[src/rtl/mismatch_scoreboard.sv]
// mismatch_scoreboard
//   Result collector for circuit testbenches. It watches the per-output
//   valid/err flag pairs coming from the error monitors. It counts sample
//   cycles and per-channel mismatches, and records the first failing sample.
//   When the run ends it raises a registered done/pass verdict.
//
// Build option:
//   SCOREBOARD_STOP_ON_FAIL_EN - when defined, the first sample that carries
//   any channel error ends the run. That sample is still counted.
//
// Ports:
//   Clk             in   single clock, rising edge
//   Rst             in   asynchronous active-high reset
//   clear           in   synchronous restart to IDLE, zeroes all outputs
//   valid[NUM_CH]   in   per-channel comparison valid
//   err[NUM_CH]     in   per-channel mismatch (ignored unless valid)
//   sample_cnt      out  sample cycles counted this run
//   err_cnt         out  per-channel error counts, channel i at [i*CNT_WIDTH +: CNT_WIDTH]
//   first_err_cycle out  sample index of the first error
//   first_err_mask  out  channels failing in that first error sample
//   done            out  run complete
//   pass            out  run complete with zero errors
//
// state | meaning
// ------+--------------------------------------------------
// IDLE  | waiting for the first sample (any valid bit set)
// RUN   | counting samples until NUM_SAMPLES is reached
// DONE  | verdict latched; inputs ignored, outputs hold

module mismatch_scoreboard #(
  parameter int NUM_CH      = 2,
  parameter int CNT_WIDTH   = 16,
  parameter int NUM_SAMPLES = 1000
) (
  input  logic                        Clk,
  input  logic                        Rst,
  input  logic                        clear,
  input  logic [NUM_CH-1:0]           valid,
  input  logic [NUM_CH-1:0]           err,
  output logic [CNT_WIDTH-1:0]        sample_cnt,
  output logic [NUM_CH*CNT_WIDTH-1:0] err_cnt,
  output logic [CNT_WIDTH-1:0]        first_err_cycle,
  output logic [NUM_CH-1:0]           first_err_mask,
  output logic                        done,
  output logic                        pass
);

  localparam logic [1:0] ST_IDLE = 2'd0;
  localparam logic [1:0] ST_RUN  = 2'd1;
  localparam logic [1:0] ST_DONE = 2'd2;

  // Sample index that completes the run. Comparing against the
  // pre-increment count lets the final sample end the run on its own edge.
  localparam logic [CNT_WIDTH-1:0] LAST_IDX = CNT_WIDTH'(NUM_SAMPLES - 1);

  logic [1:0]        state;
  logic              err_seen;
  logic              sample;
  logic [NUM_CH-1:0] hit;
  logic              any_hit;
  logic              last;
  logic              finish;

  assign sample  = (state != ST_DONE) && (|valid);
  assign hit     = valid & err;
  assign any_hit = |hit;
  assign last    = (sample_cnt == LAST_IDX);

`ifdef SCOREBOARD_STOP_ON_FAIL_EN
  assign finish = last || any_hit;
`else
  assign finish = last;
`endif

  always_ff @(posedge Clk or posedge Rst) begin
    if (Rst) begin
      state           <= ST_IDLE;
      err_seen        <= 1'b0;
      sample_cnt      <= '0;
      err_cnt         <= '0;
      first_err_cycle <= '0;
      first_err_mask  <= '0;
      done            <= 1'b0;
      pass            <= 1'b0;
    end else if (clear) begin
      state           <= ST_IDLE;
      err_seen        <= 1'b0;
      sample_cnt      <= '0;
      err_cnt         <= '0;
      first_err_cycle <= '0;
      first_err_mask  <= '0;
      done            <= 1'b0;
      pass            <= 1'b0;
    end else if (sample) begin
      sample_cnt <= sample_cnt + CNT_WIDTH'(1);
      for (int i = 0; i < NUM_CH; i++) begin
        err_cnt[i*CNT_WIDTH +: CNT_WIDTH] <=
          err_cnt[i*CNT_WIDTH +: CNT_WIDTH] + CNT_WIDTH'(hit[i]);
      end
      // err_seen gates the capture so only the first failing sample is kept.
      if (any_hit && !err_seen) begin
        err_seen        <= 1'b1;
        first_err_cycle <= sample_cnt;
        first_err_mask  <= hit;
      end
      if (finish) begin
        state <= ST_DONE;
        done  <= 1'b1;
        // Include this sample's errors, which are not yet in err_seen.
        pass  <= !(err_seen || any_hit);
      end else begin
        state <= ST_RUN;
      end
    end
  end

endmodule

[config.mk]
export PLATFORM = sky130hd
export DESIGN_NAME = mismatch_scoreboard
export DESIGN_NICKNAME = d
export VERILOG_FILES = /design/src/rtl/mismatch_scoreboard.sv
export SDC_FILE = /design/constraint.sdc
export NUM_CORES = 1
export LEC_CHECK = 0
export BUFFER_PORTS_ARGS = -buffer_cell sky130_fd_sc_hd__clkbuf_2
export CORE_AREA = 2 2 96 98
export CTS_CLUSTER_DIAMETER = 50
export CTS_CLUSTER_SIZE = 28
export DETAILED_ROUTE_END_ITERATION = 7
export DIE_AREA = 0 0 98 100
export PLACE_DENSITY = 0.59
export SYNTH_ARGS = -nofsm -noshare
export SYNTH_HDL_FRONTEND = slang
export SYNTH_SLANG_ARGS = --single-unit
[constraint.sdc]
create_clock -name Clk -period 2.8 [get_ports Clk]
set_clock_uncertainty 0.2 [all_clocks]
set_input_delay 0.28 -clock Clk [delete_from_list [all_inputs] [get_ports Clk]]
set_output_delay 0.28 -clock Clk [all_outputs]
set_load 0.005 [all_outputs]
==> out/summary.md <==
For this block, the routed nets add up to 8170 µm of wire. Detailed placement ended at an HPWL of 5540 µm. At the end of the flow, the number of nets in the layout was 425. The worst hold path begins at err[0]. The first detailed-routing pass ran for 4 iterations. The number of antenna diodes in the final layout is 0. Summing over every cut layer, the via total after detailed routing is 2,883. Setup repair after global routing left no endpoint under its margin.

Walking the worst path, the cells encountered are ha_1 > nand2_1 > or3_1 > or4_4 > nor3b_2. The run gives 0.389 as the starting density of the core. The mean routed wirelength per cell is 15.4 µm. For this design, the slowest cell found on the critical path is or4_4. The violation count after the first detailed-route iteration is 108, and the reg-to-reg setup timing slack is 510 ps. The number of setup violations in the final report was 0; the clock-pin slew reported for the worst setup and hold paths after clock tree synthesis was 80 ps. The share of the yosys chip area belonging to registers was 0.514; the DRC violation count after routing was 0.

The synthesized flop and latch total is 71, and the fraction of final layout cells with drive strength greater than 1 is 0.266. For the number of max-cap violations, the log shows 0. From left edge to right edge, the die measures 98 µm. The count of nets left with antenna violations once routing finished came out at 0.

When the netlist entered floorplanning its net count stood at 355. Global-route wire length before repair: 13,500 µm. STA classifies the critical path endpoint as a flip-flop.

The logic depth of the worst register-to-register path came out at 5. In the routed layout, each cell is associated on average with a via count of 5.45. The arithmetic-cell share of the synthesized area counting full adders, half adders and majority gates is 0.0181, and the basic-gate share of the synthesized area counting and, or, nand and nor cells is 0.227. The tightest min-delay check is of the input pin to flip-flop type. The sink count of the clock tree was 71. The multiplexer fraction of the synthesized cell area was 0.0228; the number of synthesis warnings was 0.

In the final layout, the multi-input gates occupy 0.00154 mm². The portion of the clock cycle consumed by the worst path in the final layout was 0.818. Sequential cell area: 0.00178 mm². The worst hold path was traced through 3 stages. The row count came out at 35. Entering global routing, the biggest net connects 72 pins. The worst hold path terminates at first_err_mask[0]$_DFFE_PP0P_. Final weighted congestion in routability-driven placement: 0.774. The total count of max-transition violations in the final report was 0; the synthesized area per cell was 10.1 µm².

The share of the synthesized netlist area taken by xor and xnor gates was 0.0431; the actual transition at the worst max-transition pin was 636 ps. The clock passes through at most 2 buffers. The die covers 0.00980 mm². In this run the count of I/O pins placed on the die edge is 75. The tree is rooted in a clkbuf_8. Measured along the y axis, the die boundary spans 100 µm. The data required time at the worst endpoint is 2810 ps, and the total power per unit cell area is 526 mW/mm².

The synthesized-area fraction occupied by ao, oa, aoi and oai cells works out to 0.134. Origin of the critical flop-to-flop path: sample_cnt[0]$_DFFE_PP0P_. The kind of start point of the critical path was a flip-flop. For the finished layout, the period the worst path requires is 2290 ps.

The number of global-route vias before repair was 2,668; the signed area change from the synthesized netlist to the final layout was 21.1%. The cell area after technology mapping was 0.00345 mm²; the count of flip-flops with a built-in enable after synthesis was 0. H-tree depth: 3. The largest single stage delay on the critical path is 600 ps. The worst register-to-register path ends at state[0]$_DFFE_PP0P_.

Count of cell types in the netlist: 36. The count of input and output buffers works out to 74. In this run, CTS created clock tree buffers numbering 9. The total overflow left after global routing is 0. Count of placed standard cells including taps: 512. The normalized max-slew margin came out at 0.575. Adding up every negative setup slack in the final design gives 0 ps.

The most used flip-flop cell after synthesis is dfrtp_1. By area, the combinational part of the netlist is dominated by simple AND/OR/NAND/NOR gates. For this run, the top clock speed supported by timing is 437 MHz. Summed over all cells, the static leakage comes to 1.91 nW.

The run gives 0 as the number of hold violations in the final report. Share of flip-flops with an asynchronous set or reset: 1.00. In the synthesized netlist, the number of instances is 343.

For the worst setup path, the data arrival time is 2300 ps. The initial antenna violation count was 0. Category of the critical setup timing path: flip-flop to flip-flop. The worst-skew pair later-pin latency is 350 ps, and the maximum fanout count along the critical path is 9. For the maximum vdd drop, the log shows 0.274 mV. TritonCTS built the clock tree.

The finished layout holds 529 standard cells, fillers aside. The combined global-route utilization of all metal layers was 0.170; the placeable core area was 0.00889 mm². The flow ran to the end, and the final reports show no timing, DRC or antenna violations. Counting the fill cells in the layout gives 856. For the count of cells resized by post-cts repair, the log shows 0.
## cells by family after synthesis
kind of cell / Yosys count
buf+inv: 33
xor+xnor: 17
compound gates: 70
simple gates: 140
mux: 7
flops: 71
fa+ha+maj: 5
## report_power, final
part / leakage [nW] / total (W) / internal [W] / switching, W
Sequential: 0.985 / 0.00105 / 0.00104 / 0.0000147
Combinational: 0.792 / 0.000114 / 0.0000349 / 0.0000787
Clock: 0.130 / 0.00103 / 0.000641 / 0.000392
## cell usage after synthesis, types with 2 or more instances
master    number  area (µm²)
dfrtp_1       71        1780
a21oi_1       27         135
nor2_1        26        97.6
nand2_1       21        78.8
a22o_1        19         166
nand3_1       16        80.1
o31ai_1       14         105
or4_1         14         105
inv_1         13        48.8
nor4_1        12        75.1
clkbuf_1      11        41.3
nand4_1       11        68.8
or3_1         10        62.6
xor2_1         9        78.8
nor2b_1        8        50.1
o21ai_0        8        40.0
xnor2_1        8        70.1
mux2_2         7        78.8
ha_1           5        62.6
nor3_1         5        25.0
buf_1          4        15.0
and2_1         3        18.8
buf_2          3        15.0
and3_1         2        12.5
and4_1         2        17.5
buf_6          2        22.5
or2_2          2        12.5
or3_2          2        15.0
## sequential cells by signal, summed over array words and instances (netlist names)
register,count
err_cnt,32
first_err_cycle,16
sample_cnt,16
first_err_mask,2
state,2
done,1
err_seen,1
pass,1
## per-layer routing
| layer | GRT usage | vias to the layer above | routed length [µm] |
|---|---|---|---|
| met3 | 0.0286 | 8 | 281 |
| met5 | 0 | - | 0 |
| met1 | 0.243 | 1418 | 3990 |
| li1 | - | 1407 | - |
| met2 | 0.260 | 50 | 3810 |
| met4 | 0.0694 | 0 | 81 |
## worst max path at each step
stage	from	to	slack, ps	cells after the start
2_1_floorplan	Rst	done$_DFFE_PP0P_	520	1
3_3_place_gp	sample_cnt[0]$_DFFE_PP0P_	state[0]$_DFFE_PP0P_	540	5
3_5_place_dp	valid[0]	err_cnt[15]$_DFFE_PP0P_	510	7
4_1_cts	sample_cnt[0]$_DFFE_PP0P_	state[0]$_DFFE_PP0P_	500	5
5_1_grt	state[1]$_DFFE_PP0P_	err_cnt[14]$_DFFE_PP0P_	360	4
6_report	sample_cnt[0]$_DFFE_PP0P_	state[0]$_DFFE_PP0P_	510	5
## final cells by class
| class | instances | area share |
|---|---|---|
| flip-flops and latches | 71 | 0.425 |
| multi-input cells | 239 | 0.368 |
| repair buffers | 79 | 0.101 |
| clock buffers | 11 | 0.0362 |
| well taps | 111 | 0.0332 |
| clock inverters | 5 | 0.0248 |
| inverters | 13 | 0.0117 |
## critical path, delay by kind of cell (launching register included)
family	cells	cell delay [ps]
and+or+nand+nor	4	1300
DFF	1	440
adders and majority gates	1	230
## per-stage QoR
| step | instance area, µm² | util | total power [W] | setup slack (ps) | hold slack [ps] |
|---|---|---|---|---|---|
| final | 4180 | 0.471 | 0.00220 | 510 | 154 |
| after CTS | 4180 | 0.471 | 0.00223 | 496 | 145 |
| after global routing | 4180 | 0.471 | 0.00229 | 358 | 161 |
| after global placement | 3920 | 0.441 | 0.00119 | 542 | 181 |
| after detailed placement | 3920 | 0.441 | 0.00119 | 507 | 180 |
| after floorplan | 3450 | - | 0.00114 | 523 | 298 |
## placed cells by master (no fill, tap or decap), types with 3 or more instances in the layout
cell type	netlist	layout
nand2_1	21	21
a22o_1	19	19
and2_1	3	3
nand4_1	11	11
or3_1	10	10
nor2_1	26	26
a21oi_1	27	27
nor2b_1	8	8
mux2_2	7	7
xor2_1	9	9
nor3_1	5	4
or4_1	14	14
inv_1	13	12
clkbuf_8	0	11
nand3_1	16	16
o21ai_0	8	8
ha_1	5	5
clkbuf_2	0	74
dfrtp_1	71	71
o31ai_1	14	14
bufinv_16	0	3
buf_4	0	3
nor4_1	12	12
xnor2_1	8	8
## repair_timing
item | in CTS | in global routing
hold endpoints to repair | 71 | 0
setup buffers | 0 | 0
hold buffers | 1 | 0
Power figures use the tool's default switching activity.
